==> config.mk <==
export PLATFORM = sky130hd
export DESIGN_NAME = shift_divider
export DESIGN_NICKNAME = d
export VERILOG_FILES = /design/src/rtl/mult_div_pkg.sv /design/src/rtl/div_step.sv /design/src/rtl/shift_divider.sv
export SDC_FILE = /design/constraint.sdc
export NUM_CORES = 1
export LEC_CHECK = 0
export ABC_AREA = 1
export CAP_MARGIN = 40
export CORE_MARGIN = 1.5
export CORE_UTILIZATION = 39
export DETAILED_ROUTE_END_ITERATION = 8
export PLACE_DENSITY_LB_ADDON = 0.2
export SLEW_MARGIN = 0
export SYNTH_ARGS = -nofsm -noshare
export SYNTH_HDL_FRONTEND = slang
export SYNTH_SLANG_ARGS = --single-unit
==> constraint.sdc <==
create_clock -name clk -period 11.6 [get_ports clk]
set_input_delay 1.16 -clock clk [delete_from_list [all_inputs] [get_ports clk]]
set_output_delay 1.16 -clock clk [all_outputs]
set_load 0.02 [all_outputs]
==> src/rtl/mult_div_pkg.sv <==
// mult_div_pkg: shared FSM state encoding and default operand width for the shift multiplier and divider
// Exports:
//   DEFAULT_WIDTH - default operand width in bits
//   state_e       - IDLE / RUN / FIX / DONE sequencing states
package mult_div_pkg;

    localparam int DEFAULT_WIDTH = 32;

    typedef enum logic [1:0] {
        IDLE = 2'd0,
        RUN  = 2'd1,
        FIX  = 2'd2,
        DONE = 2'd3
    } state_e;

endpackage

==> src/rtl/div_step.sv <==
// div_step: one restoring shift-subtract iteration of the divider
// Ports:
//   rem_i  - partial remainder before the step
//   bit_i  - next dividend bit, shifted into the remainder LSB
//   dvs_i  - divisor magnitude
//   rem_o  - partial remainder after the step (restored when the trial goes negative)
//   q_o    - quotient bit produced by the step
//   diff_o - raw low WIDTH bits of the trial subtraction; with rem_i=0 and bit_i=0
//            this is -dvs_i, which the divider reuses for the sign fix-up
module div_step
    import mult_div_pkg::*;
#(
    parameter int WIDTH = DEFAULT_WIDTH
) (
    input  logic [WIDTH-1:0] rem_i,
    input  logic             bit_i,
    input  logic [WIDTH-1:0] dvs_i,
    output logic [WIDTH-1:0] rem_o,
    output logic             q_o,
    output logic [WIDTH-1:0] diff_o
);

    logic [WIDTH:0] shifted;
    logic [WIDTH:0] trial;

    always_comb begin
        shifted = {rem_i, bit_i};
        trial   = shifted - {1'b0, dvs_i};
        q_o     = ~trial[WIDTH];
        rem_o   = q_o ? trial[WIDTH-1:0] : shifted[WIDTH-1:0];
        diff_o  = trial[WIDTH-1:0];
    end

endmodule

==> src/rtl/shift_divider.sv <==
// shift_divider: sequential signed restoring divider, one quotient bit per clock
// Ports:
//   clk         - clock, rising edge
//   rst_n       - synchronous active-low reset
//   start       - request a division (sampled in IDLE only)
//   input1      - signed dividend
//   input2      - signed divisor
//   busy        - high in RUN and FIX
//   done        - one-cycle pulse when results become valid
//   div_by_zero - flag for the last completed operation
//   quotient    - signed quotient, truncated toward zero
//   remainder   - signed remainder, sign of the dividend
module shift_divider
    import mult_div_pkg::*;
#(
    parameter int WIDTH = DEFAULT_WIDTH
) (
    input  logic             clk,
    input  logic             rst_n,
    input  logic             start,
    input  logic [WIDTH-1:0] input1,
    input  logic [WIDTH-1:0] input2,
    output logic             busy,
    output logic             done,
    output logic             div_by_zero,
    output logic [WIDTH-1:0] quotient,
    output logic [WIDTH-1:0] remainder
);

    localparam int CW = $clog2(WIDTH + 1);

    state_e           state_q, state_d;
    logic [CW-1:0]    cnt_q, cnt_d;
    logic [WIDTH-1:0] dvd_q, dvd_d;
    logic [WIDTH-1:0] dvs_q, dvs_d;
    logic [WIDTH-1:0] rem_q, rem_d;
    logic [WIDTH-1:0] quo_q, quo_d;
    logic [WIDTH-1:0] remd_q, remd_d;
    logic             qneg_q, qneg_d;
    logic             rneg_q, rneg_d;
    logic             busy_q, busy_d;
    logic             done_q, done_d;
    logic             dbz_q, dbz_d;

    logic             fix;
    logic [WIDTH-1:0] st_rem, st_dvs, st_rem_o, st_diff;
    logic             st_bit, st_q;

    // Magnitude capture without an adder: two's complement negation flips
    // every bit above the lowest set bit.
    function automatic logic [WIDTH-1:0] negate(input logic [WIDTH-1:0] x);
        logic [WIDTH-1:0] r;
        logic             seen;
        seen = 1'b0;
        for (int i = 0; i < WIDTH; i++) begin
            r[i] = x[i] ^ seen;
            seen = seen | x[i];
        end
        return r;
    endfunction

    // The step's subtractor is the only adder; in FIX it computes 0 - rem_q.
    assign fix    = state_q == FIX;
    assign st_rem = fix ? '0 : rem_q;
    assign st_bit = fix ? 1'b0 : dvd_q[WIDTH-1];
    assign st_dvs = fix ? rem_q : dvs_q;

    div_step #(.WIDTH(WIDTH)) u_step (
        .rem_i  (st_rem),
        .bit_i  (st_bit),
        .dvs_i  (st_dvs),
        .rem_o  (st_rem_o),
        .q_o    (st_q),
        .diff_o (st_diff)
    );

    always_comb begin
        state_d = state_q;
        cnt_d   = cnt_q;
        dvd_d   = dvd_q;
        dvs_d   = dvs_q;
        rem_d   = rem_q;
        quo_d   = quo_q;
        remd_d  = remd_q;
        qneg_d  = qneg_q;
        rneg_d  = rneg_q;
        dbz_d   = dbz_q;
        case (state_q)
            IDLE: begin
                if (start && input2 == '0) begin
                    state_d = DONE;
                    quo_d   = '1;
                    remd_d  = input1;
                    dbz_d   = 1'b1;
                end else if (start) begin
                    state_d = RUN;
                    cnt_d   = CW'(WIDTH);
                    dvd_d   = input1[WIDTH-1] ? negate(input1) : input1;
                    dvs_d   = input2[WIDTH-1] ? negate(input2) : input2;
                    rem_d   = '0;
                    qneg_d  = input1[WIDTH-1] ^ input2[WIDTH-1];
                    rneg_d  = input1[WIDTH-1];
                end
            end
            RUN: begin
                // The dividend register doubles as the quotient register.
                rem_d   = st_rem_o;
                dvd_d   = {dvd_q[WIDTH-2:0], st_q};
                cnt_d   = cnt_q - CW'(1);
                state_d = cnt_q == CW'(1) ? FIX : RUN;
            end
            FIX: begin
                quo_d   = qneg_q ? negate(dvd_q) : dvd_q;
                remd_d  = rneg_q ? st_diff : rem_q;
                dbz_d   = 1'b0;
                state_d = DONE;
            end
            DONE: state_d = IDLE;
            default: state_d = IDLE;
        endcase
        busy_d = state_d == RUN || state_d == FIX;
        done_d = state_d == DONE;
    end

    always_ff @(posedge clk) begin
        if (!rst_n) begin
            state_q <= IDLE;
            cnt_q   <= '0;
            dvd_q   <= '0;
            dvs_q   <= '0;
            rem_q   <= '0;
            quo_q   <= '0;
            remd_q  <= '0;
            qneg_q  <= 1'b0;
            rneg_q  <= 1'b0;
            busy_q  <= 1'b0;
            done_q  <= 1'b0;
            dbz_q   <= 1'b0;
        end else begin
            state_q <= state_d;
            cnt_q   <= cnt_d;
            dvd_q   <= dvd_d;
            dvs_q   <= dvs_d;
            rem_q   <= rem_d;
            quo_q   <= quo_d;
            remd_q  <= remd_d;
            qneg_q  <= qneg_d;
            rneg_q  <= rneg_d;
            busy_q  <= busy_d;
            done_q  <= done_d;
            dbz_q   <= dbz_d;
        end
    end

    assign busy        = busy_q;
    assign done        = done_q;
    assign div_by_zero = dbz_q;
    assign quotient    = quo_q;
    assign remainder   = remd_q;

endmodule

# Yosys cells after proc, flatten, opt, wreduce, memory -nomap -nowiden
# Cells that the tools add are included.
# totals
n_memories,0
output_inout_bits,67
latch_bits,0
mem_bits_ro,0
ram_bits,0
regBits,173
in_bits,67
word_cells,246
# op_classes
div_mod_pow,0
n_addsub,2
mux,27
n_eq_ne,10
shift,0
reduce_logical,9
mul,0
n_bitwise,186
n_lt_le_gt_ge,0
# op_table
op,n
two-way mux 32 bit,13
case mux 32 bit (2 select lines),4
bitwise XOR 1 bit,94
bitwise OR 1 bit,90
subtractor 33 x 32 -> 33 bit,1
logical NOT 32 bit,1
two-way mux 6 bit,2
case mux 6 bit (2 select lines),1
"== test 2 bit, second input constant",4
case mux 2 bit (4 select lines),1
"== test 6 x 1 -> 1 bit, second input constant",1
two-way mux 2 bit,3
"inequality test 2 bit, second input constant",3
AND reduction 3 bit,2
"subtractor 6 x 1 -> 6 bit, second input constant",1
"== test 2 x 1 -> 1 bit, second input constant",2
nonzero test 2 bit,2
logical NOT 2 bit,1
two-way mux 1 bit,2
inverter 1 bit,2
case mux 1 bit (2 select lines),1
AND reduction 2 bit,1
logical AND 1 bit,1
logical OR 1 bit,1

# Depth between registers and ports, before layout
# depth
word_depth,35
ltp_mapped,36

# By module
# Synthesis repeated with hierarchy kept, for this count alone.
# unflattened
cells_unflattened,2245
hier_area_um2,13564.3
# modules_own_cells
module,area_per_inst_um2,instances,cells_per_inst
shift_divider,10372.4,1,1564
div_step,3191.8,1,681

# Worst setup path before layout
# OpenSTA, ideal clock, no wires.
# synth_timing
kind,input-to-reg
startpoint,in input1[0]
endpoint,reg dvd_q[30]
stages,35
setup_time_ns,0.119
t_arrival_ns,6.832
n_path_buf,0
t_required_ns,11.481
setup_slack_ns,4.649
path_cell_list,inv_1 -> ha_1 -> ha_1 -> ha_1 -> ha_1 -> ha_1 -> ha_1 -> ha_1 -> ha_1 -> ha_1 -> ha_1 -> ha_1 -> ha_1 -> ha_1 -> ha_1 -> ha_1 -> ha_1 -> ha_1 -> ha_1 -> ha_1 -> ha_1 -> ha_1 -> ha_1 -> ha_1 -> ha_1 -> ha_1 -> ha_1 -> ha_1 -> ha_1 -> ha_1 -> ha_1 -> o21ai_0 -> o21ai_0 -> o21ai_0 -> a21oi_1
# synth_between
elab_chain_cells,34
# synth_lines
element,line,source
"start, declared",shift_divider.sv:21,"input logic [WIDTH-1:0] input1,"
bitwise OR 1 bit (29 in a row),shift_divider.sv:57,seen = seen | x[i];
bitwise XOR 1 bit,shift_divider.sv:56,r[i] = x[i] ^ seen;
two-way mux 32 bit,shift_divider.sv:98,dvd_d = input1[WIDTH-1] ? negate(input1) : input1;
two-way mux 32 bit,shift_divider.sv:95,end else if (start) begin
two-way mux 32 bit,shift_divider.sv:90,if (start && input2 == '0) begin
case mux 32 bit (2 select lines),shift_divider.sv:88,case (state_q)
"end signal, assigned",shift_divider.sv:142,dvd_q <= dvd_d;
"end, declared",shift_divider.sv:34,"logic [WIDTH-1:0] dvd_q, dvd_d;"
# Every way passes these cells. The select of a mux whose other input is x is not followed.
# A chain may end at the register's enable or synchronous reset.

# Final worst setup path
# Ends and elaborated chain as after synthesis.

==> metrics <==
DP Cell Count=between 2000 and 3000; post-DP HPWL=~31 mm; RSZ-0062 raised after global routing=no; Hold/Removal Path Class=register to register; clock power share=roughly 24%; Slowest-stage cell, CP=clkdlybuf4s50_1; area share of fa/ha/maj cells after synthesis=between 10% and 20%; later-pin clock latency in the skew report=approximately 440 ps; DRT Pass-1 Iters=5; Starting Density=about two fifths; Final Max Slew Viols=0; max cap viols=0; post-CTS sizing=0; Post-Layout Cell Count=2618; Compound-Gate Fraction of Synth Area=just under 20%; Placement Setup Slack=3750 ps; # clock sinks=roughly 170; Comb power frac=between 40% and 50%; post-route clock period utilization=a little under two thirds; Final ANT Viol Nets=0; layout cell share with drive strength beyond 1=4.24%; post-synth cell types=40; GRT Resource Usage Total=approximately a quarter; CP Capture Type=register; Int Pwr=0.00137 W; Post-synth EDFFs=0; synthesized flop and latch total=173; Critical Path Source Type=input port; Die Width=~190 um; Area Overhead vs Synth=16.2%; nets=approximately 2400; clock root cell=clkbuf_16; Slew @ Worst Pin=approximately 900 ps; RePlAce Congestion=between 0.9 and 1; DR vias=approximately 13000; fin worst setup slack=around 4200 ps; Final min period=about 7400 ps; Seq pwr share=27.8%; CTS hold repair buffers=0; Max VDD drop=between 0.0001 and 0.00015 V; CP Max Fanout=2; Worst Clk Skew=around 10 ps; critical path type=input port to register; largest family of logic cells by synthesized area=simple AND/OR/NAND/NOR gates; vias in the first global route=about 13000; CTS tree=built; warnings from Yosys=0; ys async rst share=0%; IO Pins=between 100 and 150; FP Rows=67; required time worst endpoint=11900 ps; final setup vio count=0; Mean Syn Cell Area=6.29 um2; DR DRC count=0; setup bufs post-CTS=0; Slew Limit Headroom=approximately 40%; syn nets=between 2000 and 2500; P_leak=approximately 7.3 nW; largest net degree at the start of global routing=a little under 80; n_diodes=0; max frequency=roughly 140 MHz; Overflow after GRT=0; first-pass GRT wire length=between 60 and 70 mm; arrival time at the worst endpoint=a little under 8000 ps; Clk pin slew, worst setup/hold paths=about 70 ps; Post-Syn Area=13200 um2; Core Footprint=roughly 33000 um2; main flop type after synthesis=dfxtp_1; Net Sw Frac=44.8%; register area share after synthesis=roughly a quarter; Simple-Gate Fraction of Synth Area=27.9%; Gate Count Post-Synth=between 2000 and 2500; port bufs=between 100 and 150; initial antenna violation count=2; cell mode on critical path=ha_1; multiplexer area fraction after synthesis=0%; Die H=around 190 um; final hold vios=0; CP peak stage delay=around 470 ps; vias per cell=between 5 and 6; switching power=around 0.0011 W; Die Area=~35000 um2; Pwr Density=about 160 nW/um2; routed length per placed instance=~16 um; outcome=finished, final reports clean; maximum clock path buffer count=2; XOR/XNOR Fraction of Synth Area=0.862%; CTS H-Tree Depth=4; Iteration-0 DRC Markers=just under 1000; CTS Buf Count=17; Post-Route WL=slightly above 40 mm; Setup TNS Final=0 ps
## kinds of logic after synthesis
| logic type | count (synthesis) |
|---|---|
| flops | 173 |
| buf+inv | 448 |
| fa+ha+maj | 126 |
| compound gates | 461 |
| xor+xnor | 13 |
| simple gates | 879 |
## Yosys cell counts, drive strengths merged (3+ instances only)
cell    instances  area share [%]
a21oi         141             5.8
a22oi           3            0.17
buf            38             1.8
clkbuf         70             2.0
dfxtp         173              26
ha            125              12
inv           340             9.7
nand2         588              17
nand3         108             4.4
nand3b         14            0.80
nand4          10            0.47
nor2          145             4.2
nor3            6            0.27
o211ai         77             4.4
o21ai         232             8.8
o21bai          5            0.28
or2             4            0.19
xnor2          12            0.80
## worst max-delay path, delay by kind of cell
kind,cells,cell delay (ps)
AO/OA/AOI/OAI,4,520
adder cells (fa/ha/maj),30,5510
buffers and inverters,2,520
## path summary, 6_finish.rpt
check                               endpoint  slack, ps      start  cells past startpoint
worst max-delay path               dvd_q[30]       4200  input1[0]                     36
worst min-delay path               rem_q[23]        470  rem_q[23]                      2
worst max register to register  quotient[31]       5120   dvd_q[0]                     36
worst min register to register     rem_q[23]        470  rem_q[23]                      2
## final cells by class
type	instances	area, um2
inverters	340	1280
fillers	3554	18100
repair buffers	146	1470
clock buffers	22	454
well taps	448	561
multi-input cells	1479	7970
clock inverters	10	138
flip-flops and latches	173	3460
## power by group through the flow
stage	Sequential, W	Clock (W)	Combinational (W)
2_1_floorplan	0.000698	0	0.000873
3_3_place_gp	0.000705	0	0.00115
3_5_place_dp	0.000703	0	0.00117
4_1_cts	0.000690	0.000618	0.00118
5_1_grt	0.000696	0.000639	0.00134
6_report	0.000690	0.000607	0.00119
## per-layer routing
layer | share of wire (%) | global-route usage (%)
met1 | 48 | 32.6
met3 | 5.2 | 2.55
met2 | 45 | 38.9
met4 | 1.8 | 6.51
met5 | 0 | 0
## cell usage in the layout (no fill, tap or decap), types with 2 or more instances in the layout
cell type and count:
or2_2 4, nand3_4 2, clkbuf_16 17, inv_1 335, xnor2_1 12, bufinv_16 3, buf_4 10, nor2_2 3
o21bai_1 5, ha_1 125, nand2_4 7, o21ai_0 230, dfxtp_1 172, nor3_1 5, clkinv_2 3, inv_2 4
nand2_2 7, nand3b_1 14, clkdlybuf4s50_1 131, o211ai_1 77, clkinvlp_4 2, a21oi_2 12, nand2_1 574, buf_12 2
nand4_1 10, clkbuf_1 4, nand3_1 104, a22oi_1 3, nand3_2 2, nor2_1 141, a21o_1 2, a21oi_1 128
## registers in the layout, summed over array words and instances, names as in the netlist, 2 cells and up
name and cells:
remainder 32, cnt_q 6, quotient 32, dvd_q 32, state_q 2, rem_q 32, dvs_q 32
## stage by stage
stage	hold slack, ps	total power (W)	utilization (%)	area, um2
floorplan	444	0.00157	-	13200
global placement	452	0.00186	43.8	14700
detailed placement	456	0.00187	44.1	14700
CTS	466	0.00248	45.9	15300
global route	489	0.00267	45.9	15300
finish	469	0.00249	45.9	15300
(Power assumes the default switching activity.)
